[src/rtl/match_engine.sv]
// Judging engine for the card array: snapshots the selection, scans for the two
// lowest selected live cards, compares their faces and pulses ms or mf once.
module match_engine #(
  parameter int unsigned N_CARDS = 36,
  parameter int unsigned FACE_W  = 3
) (
  input  logic                        clk,
  input  logic                        rst,
  input  logic [N_CARDS-1:0]          sel_bus,
  input  logic [N_CARDS-1:0]          hidden_bus,
  input  logic [N_CARDS*FACE_W-1:0]   face_bus,
  output logic                        ms,
  output logic                        mf,
  output logic                        busy,
  output logic [4:0]                  pair_count,
  output logic                        done
);

  localparam int unsigned IDX_W     = $clog2(N_CARDS);
  localparam int unsigned PC_W      = 5;
  localparam int unsigned MAX_PAIRS = N_CARDS / 2;

  typedef enum logic [2:0] {
    IDLE,
    SCAN,
    COMPARE,
    RESULT,
    WAIT_CLR
  } state_t;

  state_t             state;
  logic [N_CARDS-1:0] snap;
  logic [IDX_W-1:0]   idx;
  logic [IDX_W-1:0]   a_idx;
  logic [IDX_W-1:0]   b_idx;
  logic [1:0]         found;
  logic               eq;

  logic [N_CARDS-1:0] sel_eff;
  logic               two_plus;
  logic [FACE_W-1:0]  face_a;
  logic [FACE_W-1:0]  face_b;
  logic               face_eq;

  // Clearing the lowest set bit leaves something only if two or more were set.
  always_comb begin
    sel_eff  = sel_bus & ~hidden_bus;
    two_plus = |(sel_eff & (sel_eff - N_CARDS'(1)));
    face_a   = face_bus[int'(a_idx)*FACE_W +: FACE_W];
    face_b   = face_bus[int'(b_idx)*FACE_W +: FACE_W];
    face_eq  = (face_a == face_b);
  end

  always_ff @(posedge clk) begin
    if (rst) begin
      state      <= IDLE;
      snap       <= '0;
      idx        <= '0;
      a_idx      <= '0;
      b_idx      <= '0;
      found      <= '0;
      eq         <= 1'b0;
      ms         <= 1'b0;
      mf         <= 1'b0;
      busy       <= 1'b0;
      pair_count <= '0;
      done       <= 1'b0;
    end else begin
      done <= &hidden_bus;
      case (state)
        IDLE: begin
          if (two_plus) begin
            snap  <= sel_eff;
            idx   <= '0;
            found <= '0;
            a_idx <= '0;
            b_idx <= '0;
            busy  <= 1'b1;
            state <= SCAN;
          end
        end
        SCAN: begin
          // Only the lowest two set bits are recorded.
          if (snap[idx]) begin
            if (found == 2'd0) begin
              a_idx <= idx;
              found <= 2'd1;
            end else if (found == 2'd1) begin
              b_idx <= idx;
              found <= 2'd2;
            end
          end
          if (idx == IDX_W'(N_CARDS - 1)) begin
            state <= COMPARE;
          end else begin
            idx <= idx + IDX_W'(1);
          end
        end
        COMPARE: begin
          eq    <= face_eq;
          ms    <= face_eq;
          mf    <= ~face_eq;
          state <= RESULT;
        end
        RESULT: begin
          ms <= 1'b0;
          mf <= 1'b0;
          if (eq && (pair_count < PC_W'(MAX_PAIRS))) begin
            pair_count <= pair_count + PC_W'(1);
          end
          state <= WAIT_CLR;
        end
        WAIT_CLR: begin
          if (sel_eff == '0) begin
            busy  <= 1'b0;
            state <= IDLE;
          end
        end
        default: state <= IDLE;
      endcase
    end
  end

endmodule

[config.mk]
export PLATFORM = sky130hd
export DESIGN_NAME = match_engine
export DESIGN_NICKNAME = d
export VERILOG_FILES = /design/src/rtl/match_engine.sv
export SDC_FILE = /design/constraint.sdc
export NUM_CORES = 1
export LEC_CHECK = 0
export CORE_UTILIZATION = 38
export CTS_BUF_LIST = sky130_fd_sc_hd__clkbuf_16
export CTS_CLUSTER_SIZE = 12
export DETAILED_ROUTE_END_ITERATION = 16
export GPL_TIMING_DRIVEN = 0
export PLACE_DENSITY_LB_ADDON = 0.3
export SETUP_SLACK_MARGIN = 0.02
export SLEW_MARGIN = 20
export SYNTH_ARGS = -nofsm -noshare
export SYNTH_HDL_FRONTEND = slang
export SYNTH_SLANG_ARGS = --single-unit
export TNS_END_PERCENT = 30
[constraint.sdc]
create_clock -name clk -period 5.5 [get_ports clk]
set_clock_uncertainty 0.2 [all_clocks]
set_input_delay 1.375 -clock clk [delete_from_list [all_inputs] [get_ports clk]]
set_output_delay 1.375 -clock clk [all_outputs]
set_load 0.01 [all_outputs]
==> results.sh, run 1 <==
export IMPL_drt_total_wl_mm=18.0
export IMPL_final_util_pct=56.4
export IMPL_grt_first_pass_wirelength_mm=28.0
export IMPL_design_core_area_mm2=0.0138
export IMPL_route_antenna_remaining_nets=0
export IMPL_grt_pass1_vias=5543
export IMPL_synth_compound_area_share_pct=11.8
export IMPL_synth_mux_area_share_pct=36.1
export IMPL_synth_edff_count=0
export IMPL_h_tree_depth=3
export IMPL_drt_iter0_markers=528
export IMPL_grt_start_max_net_pins=12
export IMPL_num_rows=43
export IMPL_grt_use_total_pct=24.7
export IMPL_rsz0062_at_grt="no"
export IMPL_hold_viol=0
export IMPL_syn_inst=545
export IMPL_gp_congestion=0.904
export IMPL_synth_largest_area_cell="mux4_2"
export IMPL_clock_root_buffer="clkbuf_16"
export IMPL_syn_mean_instance_area_um2=9.85
export IMPL_insertion_delay_ps=340
export IMPL_postCtsHoldBufs=0
export IMPL_clock_path_buffers=2
export IMPL_yosysSeqAreaShare_pct=25.7
export IMPL_yosys_warnings=0
export IMPL_arrival_ps=4970
export IMPL_remaining_drc_errors=0
export IMPL_tightestPinTransition_ps=946
export IMPL_start_kind="primary input"
export IMPL_overflow=0
export IMPL_dp_hpwl_mm=14.3
export IMPL_maxClockFrequency_ghz=0.201
export IMPL_setup_tns_ps=0
export IMPL_setup_viol=0
export IMPL_post_synth_top_count_cell="nor2_1"
export IMPL_finalInstanceArea_mm2=0.00780
export IMPL_diodes=0
export IMPL_drt_wirelength_per_cell_um=19.4
export IMPL_synth_xor_area_share_pct=1.79
export IMPL_period_share_pct=90.4
export IMPL_hold_start="ms"
export IMPL_synth_main_ff_cell="dfxtp_1"
export IMPL_die_y_um=121
export IMPL_initial_core_util_pct=38.8
export IMPL_relSlewSlack_pct=37.0
export IMPL_vdd_drop_max_mv=0.159
export IMPL_synth_area_mm2=0.00537
export IMPL_leakagePower_nw=2.67
export IMPL_reg2reg_from="b_idx[0]"
export IMPL_clock_sinks=69
export IMPL_ctsResizeCount=0
export IMPL_synthArstFlopShare_pct=0
export IMPL_area_growth_pct=45.3
export IMPL_startpoint="sel_bus[8]"
export IMPL_io_pins=191
export IMPL_synth_top_family_by_area="multiplexers"
export IMPL_drive_gt1_share_pct=12.5
export IMPL_antenna_found_initial=0
export IMPL_first_pass_iters=6
export IMPL_clkTransAtPathRegs_ps=50
export IMPL_synth_seq_cells=69
export IMPL_power_density_mw_per_mm2=200
export IMPL_vias=5447
export IMPL_crit_type="primary input to flop"
export IMPL_cts_tree="built"
export IMPL_vias_per_cell=5.86
export IMPL_synthAdderAreaFrac_pct=0.466
export IMPL_n_fill_cell=1181
export IMPL_r2r_worst_path_cells=11
export IMPL_min_path_type="flop to flop"
export IMPL_slew_viol_final=0
export IMPL_synth_fp_nets=729
export IMPL_hold_depth=2
export IMPL_synth_top_area_share_pct=27.3
export IMPL_die_area_mm2=0.0146
export IMPL_max_cap_violations=0
export IMPL_endpoint_kind="flop"
export IMPL_die_x_um=121
export IMPL_synth_simple_area_share_pct=21.1
export IMPL_crit_fanout=10
export IMPL_required_ps=5500
export IMPL_placed_cell_area_mm2=0.00749
export IMPL_fin_nets=930
export IMPL_synth_area_leaders="mux4_2, dfxtp_1, mux2i_1"
export IMPL_port_buffers=190
export IMPL_status="completed"
export IMPL_postCtsSetupRepairBufs=0
export IMPL_fin_crit_ps=4970
export IMPL_yosysUniqueCellTypes=54
export IMPL_synth_common_cells="nor2_1, dfxtp_1, mux4_2"
export IMPL_cts_buffers=9
==> critical path: stages <==
cell	delay (ps)
clkdlybuf4s50_1	400
nor2b_1	200
or4_4	580
nor4b_4	370
a21oi_1	120
a2111oi_0	420
nand4_1	160
nor3_1	500
a21boi_2	180
buf_6	200
buf_2	220
mux2i_1	200
nor2_1	60
==> cells in the final DEF, fill, tap and decap left out, drive strengths merged, types with 6 or more instances in the layout <==
master           n
clkdlybuf4s50  190
nor4             9
clkbuf          32
nor3            16
nand2b           8
inv              6
nor2b           40
a21oi           27
nor2            79
dfxtp           69
nand2           22
xnor2            6
nand3           12
buf             11
mux2i           45
nand4           11
a22oi           12
mux4            65
o21ai           16
a22o            11
a31oi            6
==> cell type report <==
| cell class | count | area (um2) | share of cell area [%] |
|---|---|---|---|
| multi-input combinational | 437 | 3830 | 49.1 |
| timing repair buffer | 190 | 1900 | 24.4 |
| sequential | 69 | 1380 | 17.7 |
| clock buffer | 9 | 225 | 2.89 |
| tap | 180 | 225 | 2.89 |
| buffer | 34 | 141 | 1.81 |
| clock inverter | 6 | 80.1 | 1.03 |
| inverter | 5 | 18.8 | 0.241 |
==> through the flow <==
stage / setup slack [ps] / std cells / hold WS [ps] / power [mW]
floorplan: 1130 / 545 / 254 / 0.768
global placement: 304 / 915 / 248 / 0.957
detailed placement: 213 / 915 / 256 / 0.969
CTS: 551 / 930 / 263 / 1.57
global route: 387 / 930 / 287 / 1.62
finish: 528 / 930 / 255 / 1.56
==> metal layers <==
layer	vias up	part of all wire [%]	wire, um	global-route usage, %
met5	-	0	0	0
met4	0	2.5	446	10.3
met3	36	7.6	1370	3.67
met2	301	50	9010	44.8
met1	2594	40	7190	28.9
li1	2516	-	-	-
==> power by group <==
part           switching [mW]  leakage, nW  internal, mW
Sequential             0.0177        0.561         0.526
Combinational           0.177         1.96         0.243
Clock                   0.208        0.150         0.390
Total                   0.403         2.67          1.16
==> path summary, 6_finish.rpt <==
path,to,slack (ps)
setup / recovery,snap[33],530
hold / removal,ms,260
setup reg to reg,mf,1710
hold reg to reg,ms,260
==> cells by family after synthesis <==
family | after synthesis
flops | 69
xor+xnor | 11
simple gates | 216
mux | 112
fa+ha+maj | 2
buf+inv | 39
compound gates | 96
==> flip-flops by register name, summed over array words and instances (netlist names) <==
signal and count:
done 1, ms 1, snap 36, state 3, busy 1, b_idx 6
pair_count 5, found 2, a_idx 6, eq 1, mf 1, idx 6
(Power assumes the default switching activity.)
==> inputs of run 2 (changes only) <==
Settings changed: CORE_MARGIN set to 1.5, CTS_CLUSTER_DIAMETER set to 50.
==> run 2 against run 1 <==
Against the previous run: die area grew 1.7%; clock power grew 18%; first-iteration DRC count shrank 27%; count of clock-buffer cells in the layout is the same; cell count grew 0.11%; highest routed layer unchanged; via count shrank 0.15%; wire length grew 1.7%; maximum frequency shrank 1.5%; critical endpoint is now snap[25]; largest cell class unchanged.
==> results.sh, run 2 (synthesis gave the netlist of run 1 again) <==
export IMPL_leakagePower_nw=2.69
export IMPL_fin_nets=930
export IMPL_largest_reg_flops=36
export IMPL_multiInputGateArea_mm2=0.00383
export IMPL_diodes=0
export IMPL_drt_total_wl_mm=18.3
export IMPL_endpoint_kind="flop"
export IMPL_slew_viol_final=0
export IMPL_insertion_delay_ps=330
export IMPL_grt_pass1_vias=5487
export IMPL_status="completed"
export IMPL_postCtsHoldBufs=0
export IMPL_placed_cells=915
export IMPL_die_y_um=122
export IMPL_period_share_pct=91.7
export IMPL_area_growth_pct=46.4
export IMPL_power_mw=1.67
export IMPL_setup_tns_ps=0
export IMPL_vdd_drop_max_mv=0.134
export IMPL_maxClockFrequency_ghz=0.198
export IMPL_max_cap_violations=0
export IMPL_overflow=0
export IMPL_postCtsSetupRepairBufs=0
export IMPL_vias_per_cell=5.84
export IMPL_initial_core_util_pct=38.8
export IMPL_design_core_area_mm2=0.0138
export IMPL_setup_viol=0
export IMPL_final_util_pct=56.8
export IMPL_drive_gt1_share_pct=12.9
export IMPL_ctsResizeCount=0
export IMPL_grt_first_pass_wirelength_mm=28.0
export IMPL_arrival_ps=5050
export IMPL_route_antenna_remaining_nets=0
export IMPL_antenna_found_initial=0
export IMPL_regArea_mm2=0.00138
export IMPL_gp_congestion=0.897
export IMPL_die_x_um=122
export IMPL_rsz0062_at_grt="no"
export IMPL_num_rows=43
export IMPL_start_kind="primary input"
export IMPL_clkTransAtPathRegs_ps=50
export IMPL_die_area_mm2=0.0148
export IMPL_cts_tree="built"
export IMPL_required_ps=5500
export IMPL_dp_hpwl_mm=14.5
export IMPL_cts_buffers=9
export IMPL_drt_wirelength_per_cell_um=19.7
export IMPL_grt_use_total_pct=24.3
export IMPL_clock_path_buffers=2
export IMPL_drt_iter0_markers=385
export IMPL_clock_root_buffer="clkbuf_16"
export IMPL_crit_fanout=10
export IMPL_grt_start_max_net_pins=13
export IMPL_h_tree_depth=3
export IMPL_min_path_type="flop to flop"
export IMPL_io_pins=191
export IMPL_port_buffers=190
export IMPL_crit_type="primary input to flop"
export IMPL_remaining_drc_errors=0
export IMPL_tightestPinTransition_ps=923
export IMPL_final_common_cell="clkdlybuf4s50_1"
export IMPL_vias=5439
export IMPL_fin_crit_ps=5050
export IMPL_post_layout_nonfiller_instances=931
export IMPL_mostFrequentLayoutCells="clkdlybuf4s50_1, nor2_1, dfxtp_1"
export IMPL_n_fill_cell=1166
export IMPL_power_density_mw_per_mm2=212
export IMPL_hold_viol=0
export IMPL_regMostFlops="snap"
export IMPL_relSlewSlack_pct=38.4
export IMPL_first_pass_iters=5
export IMPL_clock_sinks=69
## run 2: changes by cell type in the layout (fill, tap and decap cells not counted), sizes merged
cell    previous run  this run
bufinv             2         4
inv                6         5
## run 2: cell type report
cell class                      count  share of cell area (%)
Buffer                             34                    1.80
Clock buffer                        9                    2.87
Clock inverter                      7                    1.75
Inverter                            5                   0.239
Multi-Input combinational cell    437                    48.7
Sequential cell                    69                    17.6
Tap cell                          180                    2.87
Timing Repair Buffer              190                    24.2
## run 2: per-stage QoR
stage	cell area, um2	setup slack, ps	hold slack, ps
final	7860	454	254
after floorplan	5370	1130	254
after CTS	7860	572	260
after global placement	7490	324	250
after global routing	7860	325	297
after detailed placement	7490	217	253
## run 2: worst paths after layout
check | to | slack [ps] | startpoint | cells past startpoint
setup / recovery | snap[25] | 450 | hidden_bus[8] | 13
hold / removal | ms | 250 | ms | 2
hold reg to reg | ms | 250 | ms | 2
setup reg to reg | mf | 1620 | b_idx[0] | 10
## run 2: worst max-delay path, stage by stage
cell	delay (ps)
clkdlybuf4s50_1	480
nor2b_1	110
or4_4	580
nor4b_4	360
nand2_2	170
o41ai_1	510
o21ai_1	210
nor4_4	400
a21boi_2	150
buf_6	200
buf_2	220
mux2i_1	210
nor2_1	60
## run 2: report_power, final
part / switching, mW / internal, mW
registers: 0.0169 / 0.526
clock network: 0.217 / 0.487
logic: 0.179 / 0.243
## run 2: routing by layer
metal  wire [um]  global-route usage (%)  up-vias
met1        7180                    29.2     2572
li1            -                       -     2517
met3        1730                    4.78       39
met4         521                    9.71        0
met5           0                       0        -
met2        8880                    42.4      311
